[config.mk]
export PLATFORM = sky130hd
export DESIGN_NAME = jtframe_ioctl_split
export DESIGN_NICKNAME = d
export VERILOG_FILES = /design/src/rtl/jtframe_ioctl_split.sv
export SDC_FILE = /design/constraint.sdc
export NUM_CORES = 1
export LEC_CHECK = 0
export CAP_MARGIN = 20
export CORE_MARGIN = 2
export CORE_UTILIZATION = 50
export CTS_CLUSTER_SIZE = 28
export DETAILED_ROUTE_END_ITERATION = 8
export GPL_ROUTABILITY_DRIVEN = 0
export MAX_ROUTING_LAYER = met4
export PLACE_DENSITY = 0.8
export SYNTH_ARGS = -nofsm -noshare
export SYNTH_HDL_FRONTEND = slang
export SYNTH_SLANG_ARGS = --single-unit
[constraint.sdc]
create_clock -name clk -period 17.12 [get_ports clk]
set_clock_uncertainty 0.05 [all_clocks]
set_input_delay 3.424 -clock clk [delete_from_list [all_inputs] [get_ports clk]]
set_output_delay 3.424 -clock clk [all_outputs]
set_load 0.1 [all_outputs]
[src/rtl/jtframe_ioctl_split.sv]
`default_nettype none
// ============================================================================
// Module   : jtframe_ioctl_split
// Brief    : Serialises DW_IN-bit HPS ioctl words into spaced byte writes
//            and routes them to ROM, DIP-switch or core-mode targets.
// Revision : 1.0 - initial release
// ============================================================================
module jtframe_ioctl_split #(
    parameter int         DW_IN   = 16,
    parameter int         GAP     = 24,
    parameter int         DIPW    = 4,
    parameter int         MODW    = 7,
    parameter logic [7:0] ROM_IDX = 8'd0,
    parameter logic [7:0] MOD_IDX = 8'd1,
    parameter logic [7:0] DIP_IDX = 8'd254
) (
    input  logic                clk,
    input  logic                rst,
    input  logic                ioctl_download,
    input  logic [7:0]          ioctl_index,
    input  logic                ioctl_wr_in,
    input  logic [26:0]         ioctl_addr_in,
    input  logic [DW_IN-1:0]    ioctl_data_in,
    output logic                rom_wr,
    output logic [24:0]         rom_addr,
    output logic [7:0]          rom_data,
    output logic [8*DIPW-1:0]   dipsw,
    output logic [MODW-1:0]     core_mod,
    output logic                busy,
    output logic                overrun
);

    localparam int          c_nb     = DW_IN / 8;
    localparam int          c_aw     = (c_nb > 2) ? 2 : ((c_nb > 1) ? 1 : 0);
    localparam logic [26:0] c_amask  = ~((27'd1 << c_aw) - 27'd1);
    localparam logic [15:0] c_gap_rl = 16'(GAP - 1);
    localparam logic [2:0]  c_nb_k   = 3'(c_nb);

    typedef enum logic [0:0] {
        ST_IDLE = 1'b0,
        ST_SEND = 1'b1
    } state_t;

    state_t             state_q, state_d;
    logic [DW_IN-1:0]   data_q, data_d;
    logic [7:0]         idx_q, idx_d;
    logic [26:0]        addr_q, addr_d;
    logic [15:0]        cnt_q, cnt_d;
    logic [2:0]         k_q, k_d;
    logic               pulse_q, pulse_d;
    logic [7:0]         pidx_q, pidx_d;
    logic [26:0]        paddr_q, paddr_d;
    logic [7:0]         pbyte_q, pbyte_d;
    logic               rom_wr_q, rom_wr_d;
    logic [24:0]        rom_addr_q, rom_addr_d;
    logic [7:0]         rom_data_q, rom_data_d;
    logic [8*DIPW-1:0]  dip_q, dip_d;
    logic [MODW-1:0]    mod_q, mod_d;
    logic               ovr_q, ovr_d;
    logic               dl_q, dl_d;

    logic               w_emit;
    logic               w_ovr_set;
    logic [7:0]         w_eidx;
    logic [26:0]        w_eaddr;
    logic [7:0]         w_ebyte;

    always_ff @(posedge clk or posedge rst) begin
        if (rst) begin
            state_q    <= ST_IDLE;
            data_q     <= '0;
            idx_q      <= '0;
            addr_q     <= '0;
            cnt_q      <= '0;
            k_q        <= '0;
            pulse_q    <= 1'b0;
            pidx_q     <= '0;
            paddr_q    <= '0;
            pbyte_q    <= '0;
            rom_wr_q   <= 1'b0;
            rom_addr_q <= '0;
            rom_data_q <= '0;
            dip_q      <= '1;
            mod_q      <= MODW'(1);
            ovr_q      <= 1'b0;
            dl_q       <= 1'b0;
        end else begin
            state_q    <= state_d;
            data_q     <= data_d;
            idx_q      <= idx_d;
            addr_q     <= addr_d;
            cnt_q      <= cnt_d;
            k_q        <= k_d;
            pulse_q    <= pulse_d;
            pidx_q     <= pidx_d;
            paddr_q    <= paddr_d;
            pbyte_q    <= pbyte_d;
            rom_wr_q   <= rom_wr_d;
            rom_addr_q <= rom_addr_d;
            rom_data_q <= rom_data_d;
            dip_q      <= dip_d;
            mod_q      <= mod_d;
            ovr_q      <= ovr_d;
            dl_q       <= dl_d;
        end
    end

    always_comb begin
        state_d    = state_q;
        data_d     = data_q;
        idx_d      = idx_q;
        addr_d     = addr_q;
        cnt_d      = cnt_q;
        k_d        = k_q;
        pulse_d    = 1'b0;
        pidx_d     = pidx_q;
        paddr_d    = paddr_q;
        pbyte_d    = pbyte_q;
        rom_wr_d   = 1'b0;
        rom_addr_d = rom_addr_q;
        rom_data_d = rom_data_q;
        dip_d      = dip_q;
        mod_d      = mod_q;
        ovr_d      = ovr_q;
        dl_d       = ioctl_download;
        w_emit     = 1'b0;
        w_ovr_set  = 1'b0;
        w_eidx     = idx_q;
        w_eaddr    = addr_q;
        w_ebyte    = data_q[7:0];

        case (state_q)
            ST_IDLE: begin
                if (ioctl_wr_in) begin
                    w_emit  = 1'b1;
                    w_eidx  = ioctl_index;
                    w_eaddr = ioctl_addr_in & c_amask;
                    w_ebyte = ioctl_data_in[7:0];
                    idx_d   = ioctl_index;
                    addr_d  = (ioctl_addr_in & c_amask) + 27'd1;
                    data_d  = ioctl_data_in >> 8;
                    cnt_d   = c_gap_rl;
                    k_d     = 3'd1;
                    if (c_nb > 1) begin
                        state_d = ST_SEND;
                    end
                end
            end
            ST_SEND: begin
                w_ovr_set = ioctl_wr_in;
                // k_q reaches B in the cycle carrying the last pulse
                if (k_q == c_nb_k) begin
                    state_d = ST_IDLE;
                end else if (cnt_q == 16'd0) begin
                    w_emit = 1'b1;
                    addr_d = addr_q + 27'd1;
                    data_d = data_q >> 8;
                    cnt_d  = c_gap_rl;
                    k_d    = k_q + 3'd1;
                end else begin
                    cnt_d = cnt_q - 16'd1;
                end
            end
            default: state_d = ST_IDLE;
        endcase

        if (w_emit) begin
            pulse_d = 1'b1;
            pidx_d  = w_eidx;
            paddr_d = w_eaddr;
            pbyte_d = w_ebyte;
            if (w_eidx == ROM_IDX) begin
                rom_wr_d   = 1'b1;
                rom_addr_d = w_eaddr[24:0];
                rom_data_d = w_ebyte;
            end
        end

        // Register targets update from the delayed byte pulse
        if (pulse_q && (pidx_q == DIP_IDX)) begin
            for (int n = 0; n < DIPW; n++) begin
                if (paddr_q == 27'(n)) begin
                    dip_d[8*n +: 8] = pbyte_q;
                end
            end
        end
        if (pulse_q && (pidx_q == MOD_IDX) && (paddr_q == 27'd0)) begin
            mod_d = pbyte_q[MODW-1:0];
        end

        if (ioctl_download && !dl_q) begin
            ovr_d = 1'b0;
        end
        if (w_ovr_set) begin
            ovr_d = 1'b1;
        end
    end

    assign rom_wr   = rom_wr_q;
    assign rom_addr = rom_addr_q;
    assign rom_data = rom_data_q;
    assign dipsw    = dip_q;
    assign core_mod = mod_q;
    assign busy     = (state_q == ST_SEND);
    assign overrun  = ovr_q;

endmodule
`default_nettype wire

==> run_results.csv, run 1 <==
group,metric,value,unit
routing,drt-pass1-iter-count,7,
timing,finalCritPeriodShare,39.0,%
synth,ys_types,62,
cts,cts_resized,0,
worst_setup_path,rr_worst_depth,8,
floorplanning,die_h,133,um
routing,routedWlPerCell,17.9,um
floorplanning,die_x,133,um
routing,num_vias,6644,
cts,postCtsSetupBuffers,0,
worst_setup_path,crit_fanout,49,
timing,setup_viol,0,
floorplanning,start_util,50.7,%
cts,ctsHoldBuffers,0,
worst_setup_path,rrSetupSlack,13.24,ns
worst_setup_path,critPathLaunchType,"input pin",
routing,via_per_inst,5.75,
synth,yosysWarnings,0,
global_routing,antenna_found_initial,0,
floorplanning,pin_count,130,
cts,clk_path_buf_depth,2,
power_and_ir_drop,peakVddDrop,0.0907,mV
synth,synth-edff-count,0,
timing,fmax,0.150,GHz
timing,tightest_slew,1.07,ns
cts,cts-root-buf,"clkbuf_16",
min_path,hold_path_startpoint,"rom_addr[7]",
worst_setup_path,worstSetupPathType,"in -> reg",
synth,synth_cells,803,
min_path,hold_path.class,"reg -> reg",
synth,ys_ff_latch,182,
min_path,whs_endpoint,"rom_addr[7]",
synth,synth_area,8350,um^2
placement,hpwl,13800,um
worst_setup_path,r2r-start,"cnt_q[0]",
timing,hold_viol_final,0,
synth,synth.avg_cell_area,10.4,um^2
power_and_ir_drop,combPwrFrac,31.4,%
synth,ys_seq_area_share,55.1,%
power_and_ir_drop,p_sw_share,39.9,%
placement,port_buffers,128,
timing,whs,0.447,ns
min_path,worstHoldPathCells,1,
global_routing,grt.total_usage,25.1,%
timing,setup_tns,0,ns
synth,async_flop_share,100,%
cts,clkTransAtPathRegs,0.07,ns
power_and_ir_drop,p_switching,0.617,mW
power_and_ir_drop,seqPwrFrac,43.8,%
global_routing,grt_max_degree,81,
routing,detail-route-antenna-nets,0,
cts,htreeDepth,4,
finish,nNetsFinal,981,
global_routing,grt_pass1_wl,33800,um
status,status,"complete, no violations",
cts,cts_buffers,17,
routing,drcViolationCount,0,
timing,relSlewSlack,28.3,%
finish,layout-drive-gt1-share,17.5,%
power_and_ir_drop,p_per_area,148,nW/um^2
power_and_ir_drop,p_int,0.928,mW
floorplanning,row_count,47,
worst_setup_path,r2r-end,"rom_addr[4]",
routing,drtIter0Drc,521,
worst_setup_path,crit_required,17.39,ns
cts,cts_sinks,182,
routing,wl,20700,um
worst_setup_path,arrival,6.94,ns
worst_setup_path,cp-end-kind,"flop",
cts,clkLatencyLatePin,0.44,ns
finish,syn_to_final_growth,24.9,%
global_routing,grt_overflow_total,0,
cts,cts_tree,"yes",
floorplanning,core,16500,um^2
synth,synth_flop_cell,"dfrtp_1",
global_routing,grt_pass1_vias,6453,
timing,layout_min_cycle_time,6.67,ns
floorplanning,dieArea,17700,um^2
job,drv_cap,0,
finish,diodes,0,
timing,grt_setup_unrepaired,"no",
timing,drv_slew,0,
power_and_ir_drop,leakage,4.58,nW
power_and_ir_drop,clockPowerShare,24.8,%
synth,synth_nets,862,
==> layout make-up <==
cell class                 count  area (um^2)
timing repair buffer         139         1380
tap                          220          275
sequential                   182         4600
multi-input combinational    569         3540
inverter                      13         53.8
fill                        1312         6040
clock buffer                  17          425
clock inverter                15          148
==> worst max-delay path by stage <==
| stage | startpoint | end | slack, ns |
|---|---|---|---|
| global placement | ioctl_wr_in | rom_addr[12] | 10.08 |
| floorplan | rst | addr_q[0] | 8.76 |
| detailed placement | ioctl_wr_in | rom_addr[5] | 9.96 |
| global route | ioctl_wr_in | rom_addr[4] | 10.13 |
| finish | ioctl_wr_in | rom_addr[4] | 10.45 |
| CTS | ioctl_wr_in | rom_addr[4] | 10.44 |
==> cell usage after synthesis, drive strengths merged, types with 2 or more instances <==
cell type  count  share of area (%)
nand3         22                1.3
nand4b         3               0.31
a31oi         44                3.3
o21ai         15               0.90
o22ai          4               0.30
xnor2          3               0.31
dfstp         33                 10
a211oi         2               0.18
nor3          14                1.1
buf           23                1.3
a21o           2               0.18
mux2          76                 10
nand3b         2               0.18
clkbuf        16               0.72
or4            5               0.45
and4           4               0.42
nor4          18                1.3
nand2b         7               0.52
a22oi          2               0.18
nor3b          3               0.54
ha             4               0.60
a21oi         21                1.3
a31o           3               0.31
inv           12               0.54
xor2           9               0.94
o221a          2               0.27
nor2b          2               0.15
dfrtp        149                 45
and3           5               0.37
o32ai          5               0.52
a22o           9               0.94
or3            7               0.52
and2           7               0.52
nand4         15                1.3
nor2          79                3.6
mux2i          3               0.36
a311oi         4               0.42
nand2        154                6.9
==> power groups by stage <==
stage | clock, mW | combinational [mW] | sequential (mW)
floorplan | 0 | 0.280 | 0.739
global placement | 0 | 0.466 | 0.673
detailed placement | 0 | 0.480 | 0.679
CTS | 0.390 | 0.485 | 0.673
global route | 0.406 | 0.536 | 0.693
finish | 0.383 | 0.486 | 0.676
==> routing by layer <==
metal / GRT usage (%) / share of wire, %
met1: 34.0 / 45
met2: 38.5 / 47
met4: 7.74 / 1.7
met3: 4.98 / 6.2
met5: - / 0
==> per-stage QoR <==
step                power (mW)  instances  util (%)  setup WS (ns)  area [um^2]
floorplan                 1.02        803         -           8.76         8350
global placement          1.14       1122      59.7          10.08         9820
global route              1.64       1155      63.3          10.13        10400
finish                    1.54       1155      63.3          10.45        10400
CTS                       1.55       1154      63.1          10.44        10400
detailed placement        1.16       1122      59.7           9.96         9820
==> critical path, stage by stage <==
cell,delay [ns]
clkdlybuf4s50_1,0.77
nor2_1,0.18
nor3_4,0.40
a21oi_2,0.12
inv_2,0.63
nand4_4,0.77
mux2_1,0.58
==> layout by cell type (no fill, tap or decap), types with 9 or more instances in the layout <==
master           instances
nor4_1                  18
nor2_1                  78
nand4_1                 14
inv_1                   10
mux2_2                  70
nand2_1                154
nor3_1                  12
clkbuf_16               17
dfstp_2                 33
a31oi_1                 44
nand3_1                 22
dfrtp_1                149
a22o_1                   9
o21ai_0                 15
xor2_1                   9
clkdlybuf4s50_1        128
buf_4                   10
a21oi_1                 20
==> state kept, by name, indices dropped and copies added (netlist names), 7 cells and up <==
signal / flops
idx_q: 8
dipsw: 32
core_mod: 7
rom_data: 8
paddr_q: 27
pidx_q: 8
pbyte_q: 8
rom_addr: 25
data_q: 8
cnt_q: 16
addr_q: 27
==> cells by family (layout without fill, tap and decap cells) <==
kind of cell | after synthesis | after routing | synth area share (%)
adder cells (fa/ha/maj) | 4 | 4 | 0.600
AO/OA/AOI/OAI | 123 | 123 | 9.85
flip-flops | 182 | 182 | 55.1
XOR/XNOR | 12 | 12 | 1.26
buffers and inverters | 52 | 184 | 2.64
multiplexers | 79 | 79 | 10.6
AND/OR/NAND/NOR | 351 | 351 | 20.0
Note: power is estimated with default switching activity, not from simulation.
==> run 2: changes to the inputs <==
==> constraint.sdc (replaced) <==
create_clock -name clk -period 6.21 [get_ports clk]
set_clock_uncertainty 0.05 [all_clocks]
set_input_delay 1.242 -clock clk [delete_from_list [all_inputs] [get_ports clk]]
set_output_delay 1.242 -clock clk [all_outputs]
set_load 0.1 [all_outputs]
==> run 2 against run 1 <==
Effect of this change: sequential share of layout area about the same; first-iteration DRC count up 5.0%; global-route usage up 0.20 points; count of clock-buffer cells in the layout up 3; wire length up 1.7%; final area about the same; largest cell class unchanged; highest routed layer unchanged.
==> run_results.csv, run 2 (same netlist as run 1, synthesis figures left out) <==
group,metric,value,unit
power_and_ir_drop,p_switching,1.69,mW
worst_setup_path,r2r-start,"cnt_q[0]",
worst_setup_path,cp_slowest_cell,"clkdlybuf4s50_1",
worst_setup_path,rrSetupSlack,2.96,ns
floorplanning,start_util,50.7,%
floorplanning,dieArea,17700,um^2
timing,whs,0.446,ns
finish,n_fill_cell,1316,
routing,detail-route-antenna-nets,0,
min_path,hold_path.class,"reg -> reg",
worst_setup_path,cp-end-kind,"flop",
cts,clkLatencyLatePin,0.43,ns
min_path,hold_path_startpoint,"rom_addr[4]",
finish,diodes,0,
power_and_ir_drop,seqPwrFrac,43.5,%
worst_setup_path,rr_worst_depth,8,
worst_setup_path,r2r-end,"rom_addr[6]",
timing,drv_slew,0,
timing,hold_viol_final,0,
worst_setup_path,arrival,4.51,ns
timing,grt_setup_unrepaired,"no",
cts,postCtsSetupBuffers,0,
worst_setup_path,crit_required,6.47,ns
routing,wl,21000,um
worst_setup_path,critPathLaunchType,"input pin",
finish,layout_commonest_cell,"nand2_1",
routing,drt-pass1-iter-count,5,
floorplanning,row_count,47,
finish,nNetsFinal,980,
floorplanning,core,16500,um^2
routing,via_per_inst,5.80,
global_routing,grt_overflow_total,0,
worst_setup_path,crit_fanout,48,
status,status,"complete, no violations",
routing,routedWlPerCell,18.2,um
power_and_ir_drop,p_per_area,410,nW/um^2
timing,relSlewSlack,30.8,%
power_and_ir_drop,clockPowerShare,25.1,%
routing,drtIter0Drc,547,
timing,tightest_slew,1.03,ns
power_and_ir_drop,leakage,4.57,nW
timing,fmax,0.235,GHz
cts,clk_path_buf_depth,2,
cts,htreeDepth,4,
finish,most-common-layout-cells,"nand2_1, dfrtp_1, clkdlybuf4s50_1",
routing,num_vias,6698,
worst_setup_path,worstSetupPathType,"in -> reg",
placement,dpl_cell_area,9830,um^2
placement,port_buffers,128,
worst_setup_path,worstPathCellList,"clkdlybuf4s50_1 -> nor2b_4 -> buf_4 -> a21oi_2 -> inv_2 -> nand4_4 -> mux2_1",
global_routing,grt_pass1_vias,6686,
power_and_ir_drop,p_sw_share,39.4,%
power_and_ir_drop,combPwrFrac,31.4,%
timing,layout_min_cycle_time,4.25,ns
cts,cts_tree,"yes",
power_and_ir_drop,peakVddDrop,0.230,mV
cts,cts_buffers,17,
floorplanning,pin_count,130,
finish,final_area,10400,um^2
power_and_ir_drop,p_int,2.59,mW
job,drv_cap,0,
global_routing,grt.total_usage,25.3,%
min_path,whs_endpoint,"rom_addr[4]",
global_routing,grt_max_degree,103,
timing,finalCritPeriodShare,68.4,%
cts,cts_sinks,182,
cts,cts-root-buf,"clkbuf_16",
timing,setup_tns,0,ns
cts,cts_resized,0,
placement,hpwl,13800,um
finish,layout-drive-gt1-share,17.5,%
min_path,worstHoldPathCells,1,
finish,largest_reg_flops,32,
timing,setup_viol,0,
routing,drcViolationCount,0,
global_routing,grt_pass1_wl,34400,um
worst_setup_path,critPathBufInv,3,
cts,clkTransAtPathRegs,0.06,ns
global_routing,antenna_found_initial,0,
finish,syn_to_final_growth,24.9,%
worst_setup_path,slowest_delay,0.79,ns
floorplanning,die_h,133,um
cts,ctsHoldBuffers,0,
floorplanning,die_x,133,um
worst_setup_path,cp_top_family,"buffers and inverters",
## run 2: layout make-up
cell class                      count  area [um^2]  share of cell area, %
Multi-Input combinational cell    569         3550                   34.0
Clock inverter                     12          105                   1.01
Clock buffer                       20          479                   4.60
Inverter                           13         53.8                  0.516
Sequential cell                   182         4600                   44.1
Timing Repair Buffer              138         1370                   13.1
Tap cell                          220          275                   2.64
## run 2: power groups by stage
stage | Clock, mW | Sequential [mW] | Combinational, mW
finish | 1.07 | 1.86 | 1.34
global route | 1.13 | 1.91 | 1.47
CTS | 1.08 | 1.86 | 1.35
detailed placement | 0 | 1.87 | 1.33
global placement | 0 | 1.85 | 1.29
floorplan | 0 | 2.04 | 0.771
## run 2: worst max path at each step
stage | startpoint | endpoint | slack, ns | depth (start not counted)
finish | ioctl_wr_in | rom_addr[6] | 1.96 | 7
global route | ioctl_wr_in | rom_addr[7] | 1.75 | 7
CTS | ioctl_wr_in | rom_addr[6] | 1.97 | 7
detailed placement | ioctl_wr_in | rom_addr[6] | 1.52 | 7
global placement | ioctl_wr_in | rom_addr[7] | 1.54 | 7
floorplan | rst | addr_q[0] | 0.03 | 1
## run 2: worst register-to-register path: stages, from the launching register on
cell,delay (ns)
dfrtp_1,0.40
inv_1,0.09
ha_1,0.21
nor3b_1,0.25
and4_1,0.53
a21oi_2,0.13
inv_2,0.27
nand4_4,0.62
mux2_1,0.57
## run 2: metal layers
layer	share of wire, %	track usage, %	up-vias	wire length [um]
met5	0	-	-	0
met4	2.5	9.69	0	534
met3	6.4	4.26	42	1350
met2	47	39.8	287	9950
met1	44	33.2	3262	9190
li1	-	-	3107	-
## run 2: stage by stage
step | std cells | util [%] | total power, mW | worst slack [ns]
final | 1154 | 63.3 | 4.28 | 1.96
after CTS | 1153 | 63.3 | 4.29 | 1.97
after floorplan | 803 | - | 2.81 | 0.0289
after detailed placement | 1121 | 59.7 | 3.20 | 1.52
after global routing | 1154 | 63.3 | 4.52 | 1.75
after global placement | 1121 | 59.7 | 3.14 | 1.54
